## config.mk

```make
export PLATFORM = sky130hd
export DESIGN_NAME = a3_stream_serializer
export DESIGN_NICKNAME = d
export VERILOG_FILES = /design/src/rtl/a3_stream_serializer_pkg.sv /design/src/rtl/a3_stream_serializer_pair_sync_fifo.sv /design/src/rtl/a3_stream_serializer.sv
export SDC_FILE = /design/constraint.sdc
export NUM_CORES = 1
export LEC_CHECK = 0
export ABC_AREA = 1
export BUFFER_PORTS_ARGS = -buffer_cell sky130_fd_sc_hd__buf_2
export CAP_MARGIN = 20
export CELL_PAD_IN_SITES_DETAIL_PLACEMENT = 2
export CELL_PAD_IN_SITES_GLOBAL_PLACEMENT = 2
export CORE_UTILIZATION = 45
export CTS_CLUSTER_SIZE = 20
export DETAILED_ROUTE_END_ITERATION = 16
export GPL_TIMING_DRIVEN = 1
export HOLD_SLACK_MARGIN = 0.15
export PLACE_DENSITY = 0.9
export RECOVER_POWER = 50
export SYNTH_ARGS = -nofsm -noshare
export SYNTH_HDL_FRONTEND = slang
export SYNTH_SLANG_ARGS = --single-unit
```

## constraint.sdc

```tcl
create_clock -name clk_312_5 -period 11.7 [get_ports clk_312_5]
set_clock_uncertainty 0.05 [all_clocks]
set_input_delay 2.34 -clock clk_312_5 [delete_from_list [all_inputs] [get_ports clk_312_5]]
set_output_delay 2.34 -clock clk_312_5 [all_outputs]
set_load 0.02 [all_outputs]
```

## src/rtl/a3_stream_serializer_pkg.sv

```systemverilog
// Shared fp32 field positions, FSM state encodings and the subnormal flush helper
// for the level-3 approximation stream serializer.
package a3_stream_serializer_pkg;

    localparam int FP32_W       = 32;
    localparam int FP32_EXP_MSB = 30;
    localparam int FP32_EXP_LSB = 23;
    localparam int FP32_MAN_MSB = 22;

    localparam logic [1:0] ST_IDLE  = 2'd0;
    localparam logic [1:0] ST_EMIT0 = 2'd1;
    localparam logic [1:0] ST_EMIT1 = 2'd2;

    // Subnormal (exp==0, mantissa!=0) becomes a zero that keeps its sign.
    function automatic logic [FP32_W-1:0] fp32_flush_denorm(input logic [FP32_W-1:0] x);
        logic [FP32_W-1:0] r;
        r = x;
        if ((x[FP32_EXP_MSB:FP32_EXP_LSB] == '0) && (x[FP32_MAN_MSB:0] != '0)) begin
            r = {x[FP32_W-1], {(FP32_W-1){1'b0}}};
        end
        return r;
    endfunction

endpackage

```

## src/rtl/a3_stream_serializer_pair_sync_fifo.sv

```systemverilog
// Single-clock FIFO of (a3_0, a3_1) pairs with a registered occupancy count.
// Writes while full and reads while empty are ignored; clear empties it synchronously.
module pair_sync_fifo #(
    parameter int DEPTH = 8,
    parameter int W     = 64,
    localparam int AW   = $clog2(DEPTH)
) (
    input  logic          clk,
    input  logic          rst,
    input  logic          clear,
    input  logic          wr_en,
    input  logic [W-1:0]  wr_data,
    input  logic          rd_en,
    output logic [W-1:0]  rd_data,
    output logic          full,
    output logic          empty,
    output logic [AW:0]   count
);

    logic [W-1:0]  mem_q [DEPTH];
    logic [AW-1:0] wr_ptr_q, wr_ptr_d;
    logic [AW-1:0] rd_ptr_q, rd_ptr_d;
    logic [AW:0]   count_q, count_d;
    logic          do_wr, do_rd;

    assign full    = (count_q == (AW+1)'(DEPTH));
    assign empty   = (count_q == '0);
    assign count   = count_q;
    assign rd_data = mem_q[rd_ptr_q];

    assign do_wr = wr_en & ~full;
    assign do_rd = rd_en & ~empty;

    // Pointers are AW bits wide so they wrap modulo DEPTH on their own.
    always_comb begin
        wr_ptr_d = wr_ptr_q;
        rd_ptr_d = rd_ptr_q;
        count_d  = count_q;
        if (do_wr) wr_ptr_d = wr_ptr_q + 1'b1;
        if (do_rd) rd_ptr_d = rd_ptr_q + 1'b1;
        if (do_wr && !do_rd)      count_d = count_q + 1'b1;
        else if (!do_wr && do_rd) count_d = count_q - 1'b1;
    end

    always_ff @(posedge clk or posedge rst) begin
        if (rst) begin
            wr_ptr_q <= '0;
            rd_ptr_q <= '0;
            count_q  <= '0;
        end else if (clear) begin
            wr_ptr_q <= '0;
            rd_ptr_q <= '0;
            count_q  <= '0;
        end else begin
            wr_ptr_q <= wr_ptr_d;
            rd_ptr_q <= rd_ptr_d;
            count_q  <= count_d;
        end
    end

    always_ff @(posedge clk) begin
        if (do_wr && !clear) mem_q[wr_ptr_q] <= wr_data;
    end

endmodule

```

## src/rtl/a3_stream_serializer.sv

```systemverilog
// Buffers fp32 approximation pairs and streams them out a3_0 first over valid/ready.
// Define FP32_DENORM_FLUSH_EN to flush subnormal samples to signed zero on load.
module a3_stream_serializer
    import a3_stream_serializer_pkg::*;
#(
    parameter int FIFO_DEPTH = 8,
    localparam int AW        = $clog2(FIFO_DEPTH)
) (
    input  logic              clk_312_5,
    input  logic              rst,
    input  logic              clear,
    input  logic              din_valid,
    input  logic [FP32_W-1:0] a3_0,
    input  logic [FP32_W-1:0] a3_1,
    output logic              dout_valid,
    input  logic              dout_ready,
    output logic [FP32_W-1:0] dout,
    output logic              dout_phase,
    output logic [AW:0]       fifo_level,
    output logic              overflow,
    output logic [1:0]        dbg_state_o
);

    // Output handshake: a sample transfers on a rising edge where dout_valid & dout_ready;
    // while dout_valid is high and dout_ready low, dout, dout_phase and dout_valid hold.

    logic [1:0]        state_q, state_d;
    logic [FP32_W-1:0] dout_q, dout_d;
    logic [FP32_W-1:0] hold_q, hold_d;
    logic              phase_q, phase_d;
    logic              valid_q, valid_d;
    logic              ovf_q, ovf_d;

    logic [2*FP32_W-1:0] fifo_rd_data;
    logic                fifo_full, fifo_empty, pop;
    logic                accept;

    pair_sync_fifo #(
        .DEPTH (FIFO_DEPTH),
        .W     (2*FP32_W)
    ) u_fifo (
        .clk     (clk_312_5),
        .rst     (rst),
        .clear   (clear),
        .wr_en   (din_valid),
        .wr_data ({a3_1, a3_0}),
        .rd_en   (pop),
        .rd_data (fifo_rd_data),
        .full    (fifo_full),
        .empty   (fifo_empty),
        .count   (fifo_level)
    );

    function automatic logic [FP32_W-1:0] load_sample(input logic [FP32_W-1:0] x);
`ifdef FP32_DENORM_FLUSH_EN
        return fp32_flush_denorm(x);
`else
        return x;
`endif
    endfunction

    assign accept = valid_q & dout_ready;

    always_comb begin
        state_d = state_q;
        dout_d  = dout_q;
        hold_d  = hold_q;
        phase_d = phase_q;
        valid_d = valid_q;
        pop     = 1'b0;
        ovf_d   = ovf_q | (din_valid & fifo_full);
        case (state_q)
            ST_IDLE: begin
                if (!fifo_empty) begin
                    pop     = 1'b1;
                    dout_d  = load_sample(fifo_rd_data[FP32_W-1:0]);
                    hold_d  = fifo_rd_data[2*FP32_W-1:FP32_W];
                    phase_d = 1'b0;
                    valid_d = 1'b1;
                    state_d = ST_EMIT0;
                end
            end
            ST_EMIT0: begin
                if (accept) begin
                    dout_d  = load_sample(hold_q);
                    phase_d = 1'b1;
                    state_d = ST_EMIT1;
                end
            end
            ST_EMIT1: begin
                // Chain straight into the next pair so the stream has no bubble.
                if (accept) begin
                    if (!fifo_empty) begin
                        pop     = 1'b1;
                        dout_d  = load_sample(fifo_rd_data[FP32_W-1:0]);
                        hold_d  = fifo_rd_data[2*FP32_W-1:FP32_W];
                        phase_d = 1'b0;
                        state_d = ST_EMIT0;
                    end else begin
                        valid_d = 1'b0;
                        state_d = ST_IDLE;
                    end
                end
            end
            default: begin
                valid_d = 1'b0;
                state_d = ST_IDLE;
            end
        endcase
    end

    always_ff @(posedge clk_312_5 or posedge rst) begin
        if (rst) begin
            state_q <= ST_IDLE;
            dout_q  <= '0;
            hold_q  <= '0;
            phase_q <= 1'b0;
            valid_q <= 1'b0;
            ovf_q   <= 1'b0;
        end else if (clear) begin
            state_q <= ST_IDLE;
            dout_q  <= '0;
            hold_q  <= '0;
            phase_q <= 1'b0;
            valid_q <= 1'b0;
            ovf_q   <= 1'b0;
        end else begin
            state_q <= state_d;
            dout_q  <= dout_d;
            hold_q  <= hold_d;
            phase_q <= phase_d;
            valid_q <= valid_d;
            ovf_q   <= ovf_d;
        end
    end

    assign dout_valid  = valid_q;
    assign dout        = dout_q;
    assign dout_phase  = phase_q;
    assign overflow    = ovf_q;
    assign dbg_state_o = state_q;

endmodule

```

[After elaboration in Yosys (flattened, before gate mapping)]
Memory sizes are Yosys's and may differ from the RTL's.
Index checks and enable logic that the tools add are counted.
Storage, ports and cells
  flip-flop bits (word level): 79
  bits in latches: 0
  bits in writable memories: 512
  ROM bits: 0
  input bits: 69
  output and inout port bits: 41
  word-level logic and storage cells: 84
  memories kept: 1
Cells by class
  add/sub/neg operators: 4
  multiply operators: 0
  divide/modulo/power cells: 0
  $lt $le $gt $ge: 0
  equal/unequal tests: 8
  shift-type cells: 0
  multiplexer cells: 38
  bitwise gates (word level): 7
  reduce and logical (&&, ||, !) cells: 17
Memory list
  u_fifo.mem_q: words 8, bits a word 64, read ports 1, clocked after memory_dff 0, wr ports 1, line a3_stream_serializer_pair_sync_fifo.sv:20  | logic [W-1:0] mem_q [DEPTH];
Operators with widths (number)
  32-bit 2-to-1 mux: 7
  32-bit case mux with 3 select lines: 1
  32-bit case mux with 2 select lines: 1
  1-bit 2-to-1 mux: 14
  3-bit 2-to-1 mux: 4
  4-bit 2-to-1 mux: 3
  3-bit inequality test (second input constant): 4
  2-bit 2-to-1 mux: 4
  3-bit by 1-bit adder with 3-bit output (second input constant): 2
  1-bit case mux with 3 select lines: 2
  2-bit case mux with 3 select lines: 1
  3-bit AND reduction: 2
  3-bit nonzero test: 2
  4-bit by 1-bit adder with 4-bit output (second input constant): 1
  1-bit bitwise AND: 4
  4-bit == test (second input constant): 1
  4-bit logical NOT: 1
  4-bit AND reduction: 1
  2-bit nonzero test: 2
  4-bit nonzero test: 1
  4-bit by 1-bit subtractor with 4-bit output (second input constant): 1
  1-bit logical AND: 3
  1-bit logical NOT: 3
  2-bit by 1-bit == test with 1-bit output (second input constant): 1
  7 further kinds: 8

[Longest topological paths before layout]
Gate-level depths: netlist (run 1).
  depth after elaboration: 9
  mapped depth: 13
  gate-level depth less buffers: 13

[Modules after synthesis]
A second synthesis (run 1) with hierarchy kept.
Second synthesis, totals
  cells, all modules: 1974
  area total of the unflattened synthesis: 23752.8 µm²
Modules (own cells, without submodules)
  pair_sync_fifo: times used 1, cells an instance 1537, area an instance 20409.6 µm², seq. area each 15625.0 µm²
  a3_stream_serializer: times used 1, cells an instance 437, area an instance 3343.2 µm², seq. area each 1726.7 µm²

[Worst setup path before layout (run 1)]
No wires, ideal clock.
  path kind: input -> register
  from: in clear
  to: mem u_fifo.mem_q[0][0] (enable)
  setup time: 486 ps
  arrival time: 5492 ps
  data required time: 11164 ps
  slack: 5671 ps
  stages: 4
  buffers on the path: 1
  path through: buf_2 nor2_1 nand2_1 nor2_1
On the way
  word-level cells in the longest chain between the ends: 4
RTL lines
  start: declaration: line a3_stream_serializer.sv:11  | input logic clear,
  1-bit logical NOT: line a3_stream_serializer_pair_sync_fifo.sv:62  | if (do_wr && !clear) mem_q[wr_ptr_q] <= wr_data;
  1-bit logical AND: line a3_stream_serializer_pair_sync_fifo.sv:62
  1-bit 2-to-1 mux: line a3_stream_serializer_pair_sync_fifo.sv:62
  1-bit 2-to-1 mux (not written as such): line a3_stream_serializer_pair_sync_fifo.sv:62
  end: declaration: line a3_stream_serializer_pair_sync_fifo.sv:20
Every way passes these cells.

==> qor.csv, run 1 <==
metric;value;unit
htree_levels;2;
syn_area_per_cell;11.9;um2
clockPowerShare;0.298;
clkLatencyLatePin;0.65;ns
combPwrFrac;0.323;
multi_input_area;0.00543;mm2
irDropWorstVdd;135;uV
cts_max_path_buffers;3;
drive_gt1_frac;0.0866;
synthXorXnorAreaFrac;0.000746;
core-area;0.0514;mm2
whs;0.462;ns
syn_to_final_growth;13.3;%
final_nets;2135;
seqCellArea;0.0174;mm2
period_needed;6.54;ns
sw_frac_of_total;0.400;
dpl.hpwl;46800;um
p_switching;2.75;mW
startpoint_type;primary input;
cp_slowest_stage_delay;1.95;ns
grt_pass1_wl;129000;um
wire_per_inst;31.7;um
p_leak;9.65;nW
holdCritPathClass;reg2reg;
critPathMaxFanout;33;
vias_per_cell;6.12;
synth_area_leaders;edfxtp_1 65%, dfrtp_1 8.4%, nand3_1 7.8%;
cts_buffers;60;
grt.overflow.total;0;
grt_pass1_vias;18900;
powerDensity;259;mW/mm2
critPathSlowestCell;clkbuf_1;
slew-limit-headroom;-0.755;
start_util;0.457;
die_area;0.0531;mm2
seqPwrFrac;0.379;
synth-seq-cells;591;
synth_fa_ha_area_frac;0.00298;
violations;capacitance limit, slew limit;
routed_wl;88800;um
die_width;230;um
clock_sinks;591;
yosysMostFrequentCell;edfxtp_1;
synth-edff-count;512;
route.detailed.drc;0;
vias;17100;
crit_family;buffers and inverters;
io_buffer_count;109;
synthMuxAreaShare;0;
outcome;complete, but fails checks;
cts_hold_buf;0;
worst_pin_slew;2.63;ns
crit_required;11.84;ns
drt_iter0_markers;1636;
p_int;4.13;mW
rsz0062_at_grt;false;
end_kind;async pin;
ant_nets;0;
tritoncts;yes;
drv_cap;3;
synth_top_family_by_area;simple AND/OR/NAND/NOR gates;
setup_viol_count_final;0;
place_ws;6.22;ns
cts.repair.resized;0;
setup_tns;0;ns
rows;83;
netlist_area;0.0235;mm2
synth_commonest_cells;512 x edfxtp_1, 386 x nand2_1, 367 x nand3_1, 274 x nor2_1, 145 x o21ai_0;
yosys.area_share.simple;0.187;
clockRootBuffer;clkbuf_16;
gp_congestion;0.764;
final_hold_viol_count;0;
synth.distinct_cells;30;
critPathKind;in2async;
path_cells;buf_2, clkinvlp_2, clkbuf_1, clkbuf_1;
min_period_over_period;0.559;
yosysTopAreaCellShare;0.655;
yosysTopAreaCell;edfxtp_1;
antenna_found_initial;5;
crit_buf_inv;4;
seq_area_frac_synth;0.739;
dr.pass1.iters;5;
grt_start_max_net_pins;162;
async_flop_share;0.134;
worst_path_most_repeated_cell;clkbuf_1;
yosys_warnings;0;
fill_cells;4892;
yosys_most_used_dff;edfxtp_1;
syn_inst;1982;
slew_violations;104;
fin_ws;5.16;ns
max_freq;0.153;GHz
fin_util;0.518;
ios;110;
worst-endpoint-arrival;6.68;ns
fp.dieH;230;um
cts_setup_buffers;0;
grt.total_usage;0.333;
synth.net_count;2056;
synth_compound_area_frac;0.0388;
clk_pin_slew;0.06;ns
-- registers in the layout, summed over array words and instances (netlist names), 2 cells and up --
signal           flops
u_fifo.mem_q       512
hold_q              32
u_fifo.count         4
dout                32
u_fifo.wr_ptr_q      3
u_fifo.rd_ptr_q      3
dbg_state_o          2
-- worst paths after layout --
| kind | startpoint | end | slack, ns | cells after the start |
|---|---|---|---|---|
| max | rst | hold_q[30]$_DFFE_PP0P_ | 5.16 | 4 |
| min | dout[20]$_DFFE_PP0P_ | dout[20]$_DFFE_PP0P_ | 0.46 | 2 |
| max reg2reg | dbg_state_o[0]$_DFFE_PP0P_ | dout[26]$_DFFE_PP0P_ | 7.79 | 8 |
| min reg2reg | dout[20]$_DFFE_PP0P_ | dout[20]$_DFFE_PP0P_ | 0.46 | 2 |
| max in group clk_312_5 | clear | hold_q[2]$_DFFE_PP0P_ | 6.27 | 5 |
| min in group asynchronous | rst | u_fifo.rd_ptr_q[0]$_DFFE_PP0P_ | 1.80 | 2 |
-- cells in the final DEF, fill, tap and decap left out, types with 2 or more instances in the layout --
| cell type | Yosys | routed |
|---|---|---|
| inv_2 | 2 | 2 |
| buf_2 | 40 | 43 |
| nand3_1 | 367 | 367 |
| nor2_2 | 2 | 2 |
| ha_1 | 4 | 4 |
| edfxtp_1 | 512 | 512 |
| nand2_1 | 386 | 386 |
| clkinv_2 | 0 | 10 |
| buf_16 | 0 | 3 |
| clkbuf_1 | 47 | 85 |
| inv_6 | 0 | 2 |
| o21ai_1 | 26 | 21 |
| buf_4 | 15 | 20 |
| dfrtp_4 | 0 | 2 |
| a21oi_1 | 5 | 5 |
| clkbuf_16 | 0 | 62 |
| nand2_2 | 2 | 2 |
| clkbuf_8 | 0 | 15 |
| bufinv_16 | 0 | 4 |
| dfrtp_1 | 79 | 76 |
| inv_1 | 46 | 44 |
| o21ai_0 | 145 | 150 |
| nor2_4 | 2 | 9 |
| clkinv_1 | 0 | 4 |
| nor2_1 | 274 | 267 |
| diode_2 | 0 | 5 |
-- layout make-up --
type | count | area share
antenna | 5 | 0.000470
timing repair buffer | 136 | 0.0273
clock buffer | 93 | 0.0683
tap | 680 | 0.0320
inverter | 49 | 0.00734
clock inverter | 20 | 0.00790
sequential | 591 | 0.652
multi-input combinational | 1223 | 0.204
-- layer usage --
layer	routed length, um	track usage	part of all wire	up-vias
met2	46000	0.580	0.52	783
met5	0	0	0	-
met4	3770	0.152	0.042	0
met1	34200	0.411	0.39	9009
li1	-	-	-	7095
met3	4850	0.0469	0.055	224
-- tightest hold or removal path, delay by kind of cell, from the launching register on --
kind          cells  cell delay, ns
flops             1            0.36
simple gates      2            0.12
-- cell families after synthesis --
kind of cell | Yosys count
compound gates | 180
fa+ha+maj | 5
buf+inv | 168
flops | 591
xor+xnor | 2
simple gates | 1036
-- power groups by stage --
stage / combinational [mW] / clock, mW / sequential (mW)
global placement: 1.84 / 0 / 2.62
floorplan: 1.30 / 0 / 2.61
finish: 2.22 / 2.05 / 2.61
global route: 2.36 / 2.13 / 2.62
detailed placement: 2.06 / 0 / 2.64
CTS: 2.19 / 2.06 / 2.60
-- per-stage QoR --
step	total power, mW	instance area (um2)	cells
after floorplan	3.91	23500	1982
after global placement	4.45	24600	2674
final	6.88	26600	2797
after CTS	6.84	26600	2787
after global routing	7.10	26600	2795
after detailed placement	4.69	24600	2674
(Power assumes the default switching activity.)
==> run 2: changes to the inputs <==
Settings changed: ABC_AREA 1 to 0, CORE_UTILIZATION 45 to 43, PLACE_DENSITY 0.9 to 0.81.
Clock period 11.7 ns to 5.5 ns, I/O delays scaled along.
==> run 2 against run 1 <==
  * The run still ends with capacitance limit, slew limit left
  * Total power grew 79%
  * Die area up 0.50%
  * Clock power up 110%
  * Sequential share of layout area is 1.5 points higher
  * Combinational power is 9% higher
  * Critical endpoint is now hold_q[1]$_DFFE_PP0P_
  * Worst hold slack got worse by 0.014 ns
  * Routed wire length shrank 33%
==> qor.csv, run 2 <==
metric;value;unit;change
outcome;complete, but fails checks;;unchanged
violations;capacitance limit, slew limit;;unchanged
cts_max_path_buffers;3;;unchanged
synth_area_leaders;edfxtp_1 68%, mux4_2 13%, dfrtp_1 8.8%;;was edfxtp_1 65%, dfrtp_1 8.4%, nand3_1 7.8%
largest_register_ffs;512;;unchanged
grt_pass1_wl;87000;um;was 129000 um
vias_per_cell;5.74;;was 6.12
fill_cells;4453;;was 4892
dpl.hpwl;34600;um;was 46800 um
drt_iter0_markers;759;;was 1636
yosysTopAreaCell;edfxtp_1;;unchanged
cts_buffers;61;;was 60
netlist_area;0.0226;mm2;was 0.0235 mm2
syn_to_final_growth;15.3;%;was 13.3%
end_kind;flip-flop;;was async pin
routed_wl;59100;um;was 88800 um
die_width;231;um;was 230 um
crit_required;5.82;ns;was 11.84 ns
route.detailed.drc;0;;unchanged
grt_pass1_vias;12500;;was 18900
cts.repair.resized;0;;unchanged
yosys_most_used_dff;edfxtp_1;;unchanged
slew_violations;70;;was 104
vias;11100;;was 17100
synth.net_count;1134;;was 2056
drive_gt1_frac;0.260;;was 0.0866
ios;110;;unchanged
io_buffer_count;109;;unchanged
async_flop_share;0.134;;unchanged
clockPowerShare;0.346;;was 0.298
drv_cap;2;;was 3
period_needed;4.05;ns;
setup_viol_count_final;0;;unchanged
start_util;0.437;;was 0.457
fp.dieH;231;um;was 230 um
htree_levels;2;;unchanged
setup_tns;0;ns;unchanged
rsz0062_at_grt;false;;unchanged
critPathKind;reg2reg;;was in2async
p_switching;3.59;mW;was 2.75 mW
final_cell_mix;512 x edfxtp_1, 128 x mux4_2, 77 x dfrtp_1;;was 512 x edfxtp_1, 386 x nand2_1, 367 x nand3_1
clk_pin_slew;0.06;ns;about the same
holdCritPathClass;reg2reg;;unchanged
grt.total_usage;0.228;;was 0.333
slew-limit-headroom;-1.08;;was -0.755
p_int;8.75;mW;was 4.13 mW
grt.overflow.total;0;;unchanged
final_nets;1267;;was 2135
antenna_found_initial;3;;was 5
clkLatencyLatePin;0.64;ns;was 0.65 ns
seqPwrFrac;0.459;;was 0.379
seq_area_frac_synth;0.769;;was 0.739
tritoncts;yes;;unchanged
syn_area_per_cell;21.3;um2;was 11.9 um2
irDropWorstVdd;303;uV;was 135 uV
startpoint_type;flip-flop;;was primary input
powerDensity;475;mW/mm2;was 259 mW/mm2
synth-edff-count;512;;unchanged
worst-endpoint-arrival;4.37;ns;was 6.68 ns
wire_per_inst;30.7;um;was 31.7 um
synth-seq-cells;591;;unchanged
sw_frac_of_total;0.291;;was 0.400
n_antenna_cell;0;;was 5
grt_start_max_net_pins;65;;was 162
combPwrFrac;0.195;;was 0.323
min_period_over_period;0.736;;
layout_commonest_cell;edfxtp_1;;unchanged
core-area;0.0516;mm2;was 0.0514 mm2
synth_commonest_cells;512 x edfxtp_1, 128 x mux4_2, 79 x dfrtp_1, 65 x mux2i_1, 52 x nor2_1;;was 512 x edfxtp_1, 386 x nand2_1, 367 x nand3_1, 274 x nor2_1, 145 x o21ai_0
gp_congestion;0.757;;was 0.764
die_area;0.0534;mm2;was 0.0531 mm2
cts_hold_buf;0;;unchanged
total_power;12.3;mW;was 6.88 mW
synth.distinct_cells;40;;was 30
cts_setup_buffers;0;;unchanged
syn_inst;1060;;was 1982
worst_pin_slew;3.12;ns;was 2.63 ns
yosysTopAreaCellShare;0.682;;was 0.655
clock_sinks;591;;unchanged
yosysMostFrequentCell;edfxtp_1;;unchanged
clockRootBuffer;clkbuf_16;;unchanged
top_register;u_fifo.mem_q;;unchanged
final_hold_viol_count;0;;unchanged
ant_nets;0;;unchanged
critPathMaxFanout;54;;was 33
max_freq;0.247;GHz;
rows;83;;unchanged
yosys_warnings;0;;unchanged
fin_util;0.504;;was 0.518
dr.pass1.iters;5;;unchanged
p_leak;8.37;nW;was 9.65 nW
==> run 2: cell types whose count changed after synthesis, moves of 40 or more <==
cell     previous run  this run
mux2i_1             0        65
o21ai_0           145         4
mux4_2              0       128
nor2_1            274        52
inv_1              46         6
nand2_1           386         8
nand3_1           367         7
==> run 2: cell type report <==
cell class	count	area [um2]	share of cell area
Clock buffer	87	1850	0.0711
Timing Repair Buffer	128	728	0.0280
Sequential cell	591	17400	0.668
Inverter	6	23.8	0.000914
Multi-Input combinational cell	405	4940	0.190
Clock inverter	29	249	0.00958
Tap cell	680	851	0.0327
==> run 2: worst max-delay path, cell delays in order, from the launching register on <==
cell and delay [ns]:
dfrtp_1 2.46, buf_12 0.34, mux4_2 0.36, mux2i_1 0.29, a211oi_1 0.16
==> run 2: cells by family after synthesis <==
group                      Yosys count  share of synthesized area
xor gates and xnor gates             6                    0.00233
muxes                              197                      0.159
adders and majority gates            5                    0.00311
and+or+nand+nor                     85                     0.0172
AOI/OAI and AO/OA                  112                     0.0355
DFF                                591                      0.769
buffers and inverters               64                     0.0139
==> run 2: power groups by stage <==
stage | Clock, mW | Combinational, mW | Sequential, mW
after floorplan | 0 | 1.61 | 5.62
after global placement | 0 | 2.27 | 5.71
after detailed placement | 0 | 2.43 | 5.74
after CTS | 4.36 | 2.46 | 5.67
after global routing | 4.47 | 2.60 | 5.70
final | 4.27 | 2.41 | 5.66
==> run 2: routing by layer <==
layer	up-vias	GRT usage	wire (um)
li1	4656	-	-
met1	6015	0.287	23600
met2	300	0.409	31600
met3	82	0.0354	2470
met4	0	0.0623	1410
met5	-	0	0
==> run 2: final timing paths <==
kind,from,endpoint,slack (ns),depth (start not counted)
max,u_fifo.rd_ptr_q[1]$_DFFE_PP0P_,hold_q[1]$_DFFE_PP0P_,1.45,4
min,overflow$_DFF_PP0_,overflow$_DFF_PP0_,0.45,2
max reg2reg,u_fifo.rd_ptr_q[1]$_DFFE_PP0P_,hold_q[1]$_DFFE_PP0P_,1.45,4
min reg2reg,overflow$_DFF_PP0_,overflow$_DFF_PP0_,0.45,2
max in group asynchronous,rst,dout[20]$_DFFE_PP0P_,3.38,3
min in group asynchronous,rst,dout[27]$_DFFE_PP0P_,0.71,2
==> run 2: through the flow <==
stage                     worst slack, ns  cell area, um2  hold WS [ns]  std cells
final                                1.45           26000         0.448       1926
after global routing                 1.20           26000         0.492       1926
after CTS                            2.39           26100         0.418       1925
after detailed placement             1.78           24000         0.438       1809
after global placement               1.98           24000         0.426       1809
after floorplan                     0.584           22600         0.424       1060
==> run 3: changes to the inputs <==
Settings changed: ABC_AREA 0 to 1, CORE_UTILIZATION 43 to 42, PLACE_DENSITY 0.81 to 0.85.
Clock period 5.5 ns to 3.85 ns, I/O delays scaled along.
==> run 3 against run 2 <==
  * The flow still finishes with violations (capacitance limit, slew limit)
  * Largest power group unchanged
  * Design area grew 3.3%
  * Register-to-register slack lost 0.49 ns
  * Non-clock buffer count grew 14
  * Critical path depth grew 4
==> qor.csv, run 3 (synthesis results as in run 1) <==
metric;value;unit;change
clkLatencyLatePin;0.61;ns;was 0.64 ns
p_leak;9.69;nW;was 8.37 nW
ios;110;;unchanged
die_width;238;um;was 231 um
worst-endpoint-arrival;3.13;ns;was 4.37 ns
routed_wl;80300;um;was 59100 um
grt.total_usage;0.289;;was 0.228
syn_to_final_growth;14.4;%;was 15.3%
end_kind;flip-flop;;unchanged
antenna_found_initial;4;;was 3
multi_input_area;0.00544;mm2;was 0.00494 mm2
placedCellCount;2753;;was 1809
worst_pin_slew;2.40;ns;was 3.12 ns
final_nets;2148;;was 1267
fill_cells;5371;;was 4453
tritoncts;yes;;unchanged
clk_pin_slew;0.06;ns;about the same
htree_levels;3;;was 2
dr.pass1.iters;5;;unchanged
cts_hold_buf;0;;unchanged
top_register;u_fifo.mem_q;;unchanged
clockRootBuffer;clkbuf_16;;unchanged
critPathMaxFanout;27;;was 54
drt_iter0_markers;1319;;was 759
grt.overflow.total;0;;unchanged
final_cell_mix;512 x edfxtp_1, 386 x nand2_1, 367 x nand3_1;;was 512 x edfxtp_1, 128 x mux4_2, 77 x dfrtp_1
core-area;0.0552;mm2;was 0.0516 mm2
setup_viol_count_final;0;;unchanged
rsz0062_at_grt;false;;unchanged
whs;0.436;ns;was 0.448 ns
seqCellArea;0.0174;mm2;about the same
outcome;complete, but fails checks;;unchanged
wire_per_inst;27.9;um;was 30.7 um
cts_setup_buffers;0;;unchanged
grt_start_max_net_pins;157;;was 65
powerDensity;764;mW/mm2;was 475 mW/mm2
grt_pass1_wl;121000;um;was 87000 um
gp_congestion;0.767;;was 0.757
fp.dieH;238;um;was 231 um
route.detailed.drc;0;;unchanged
max_freq;0.346;GHz;was 0.247 GHz
violations;capacitance limit, slew limit;;unchanged
cts_buffers;67;;was 61
setup_tns;0;ns;unchanged
final_hold_viol_count;0;;unchanged
vias_per_cell;5.72;;was 5.74
ant_nets;0;;unchanged
period_needed;2.89;ns;was 4.05 ns
fin_util;0.487;;was 0.504
vias;16500;;was 11100
largest_register_ffs;512;;unchanged
stdcell_count;2879;;was 1926
start_util;0.425;;was 0.437
dpl.hpwl;44500;um;was 34600 um
grt_pass1_vias;18700;;was 12500
slew-limit-headroom;-0.609;;was -1.08
io_buffer_count;109;;unchanged
clock_sinks;591;;unchanged
drive_gt1_frac;0.0860;;was 0.260
drv_cap;1;;was 2
die_area;0.0569;mm2;was 0.0534 mm2
startpoint_type;flip-flop;;unchanged
crit_required;4.09;ns;was 5.82 ns
cts_max_path_buffers;3;;unchanged
layout_commonest_cell;edfxtp_1;;unchanged
total_power;20.5;mW;was 12.3 mW
slew_violations;44;;was 70
cts.repair.resized;0;;unchanged
holdCritPathClass;reg2reg;;unchanged
irDropWorstVdd;492;uV;was 303 uV
min_period_over_period;0.751;;was 0.736
critPathKind;reg2reg;;unchanged
rows;86;;was 83
run 3: area by class of cell:
| class | count | share of cell area |
|---|---|---|
| Sequential cell | 591 | 0.646 |
| Multi-Input combinational cell | 1223 | 0.203 |
| Clock buffer | 99 | 0.0714 |
| Tap cell | 748 | 0.0348 |
| Timing Repair Buffer | 142 | 0.0322 |
| Inverter | 49 | 0.00717 |
| Clock inverter | 25 | 0.00550 |
| Antenna cell | 2 | 0.000186 |
run 3: layer usage:
layer,vias up,GRT usage,share of wire
met4,4,0.105,0.027
met1,8671,0.355,0.40
met3,157,0.0413,0.048
met2,504,0.516,0.53
li1,7127,-,-
met5,-,0,0.00034
run 3: worst max-delay path, cell delays in order (launching register included):
cell     delay (ns)
dfrtp_1        0.43
inv_1          0.10
nor2_1         0.08
nand2_1        0.08
nand2_1        0.10
nor2_1         0.35
nand2_1        0.41
nor2_4         0.63
buf_12         0.30
run 3: worst paths after layout:
path | start | endpoint | slack, ns | cells after the start
worst min register to register | dout[11]$_DFFE_PP0P_ | dout[11]$_DFFE_PP0P_ | 0.44 | 2
worst min-delay path | dout[11]$_DFFE_PP0P_ | dout[11]$_DFFE_PP0P_ | 0.44 | 2
max in group asynchronous | rst | hold_q[21]$_DFFE_PP0P_ | 1.23 | 3
worst max-delay path | u_fifo.count[3]$_DFFE_PP0P_ | u_fifo.mem_q[0][31]$_DFFE_PP_ | 0.96 | 8
worst max register to register | u_fifo.count[3]$_DFFE_PP0P_ | u_fifo.mem_q[0][31]$_DFFE_PP_ | 0.96 | 8
min in group asynchronous | rst | u_fifo.rd_ptr_q[1]$_DFFE_PP0P_ | 0.74 | 2
run 3: per-stage QoR:
| step | worst slack (ns) | instance area [um2] |
|---|---|---|
| 2_1_floorplan | -0.609 | 23500 |
| 3_3_place_gp | 0.941 | 24900 |
| 3_5_place_dp | 0.794 | 24900 |
| 4_1_cts | 0.999 | 27000 |
| 5_1_grt | 0.846 | 26900 |
| 6_report | 0.958 | 26900 |
run 3: power breakdown:
part	total, mW	leakage [nW]	internal (mW)	switching (mW)
clock	6.15	1.02	3.48	2.67
sequential	7.79	5.66	7.46	0.334
combinational	6.59	3.01	1.68	4.91
total	20.5	9.69	12.6	7.92
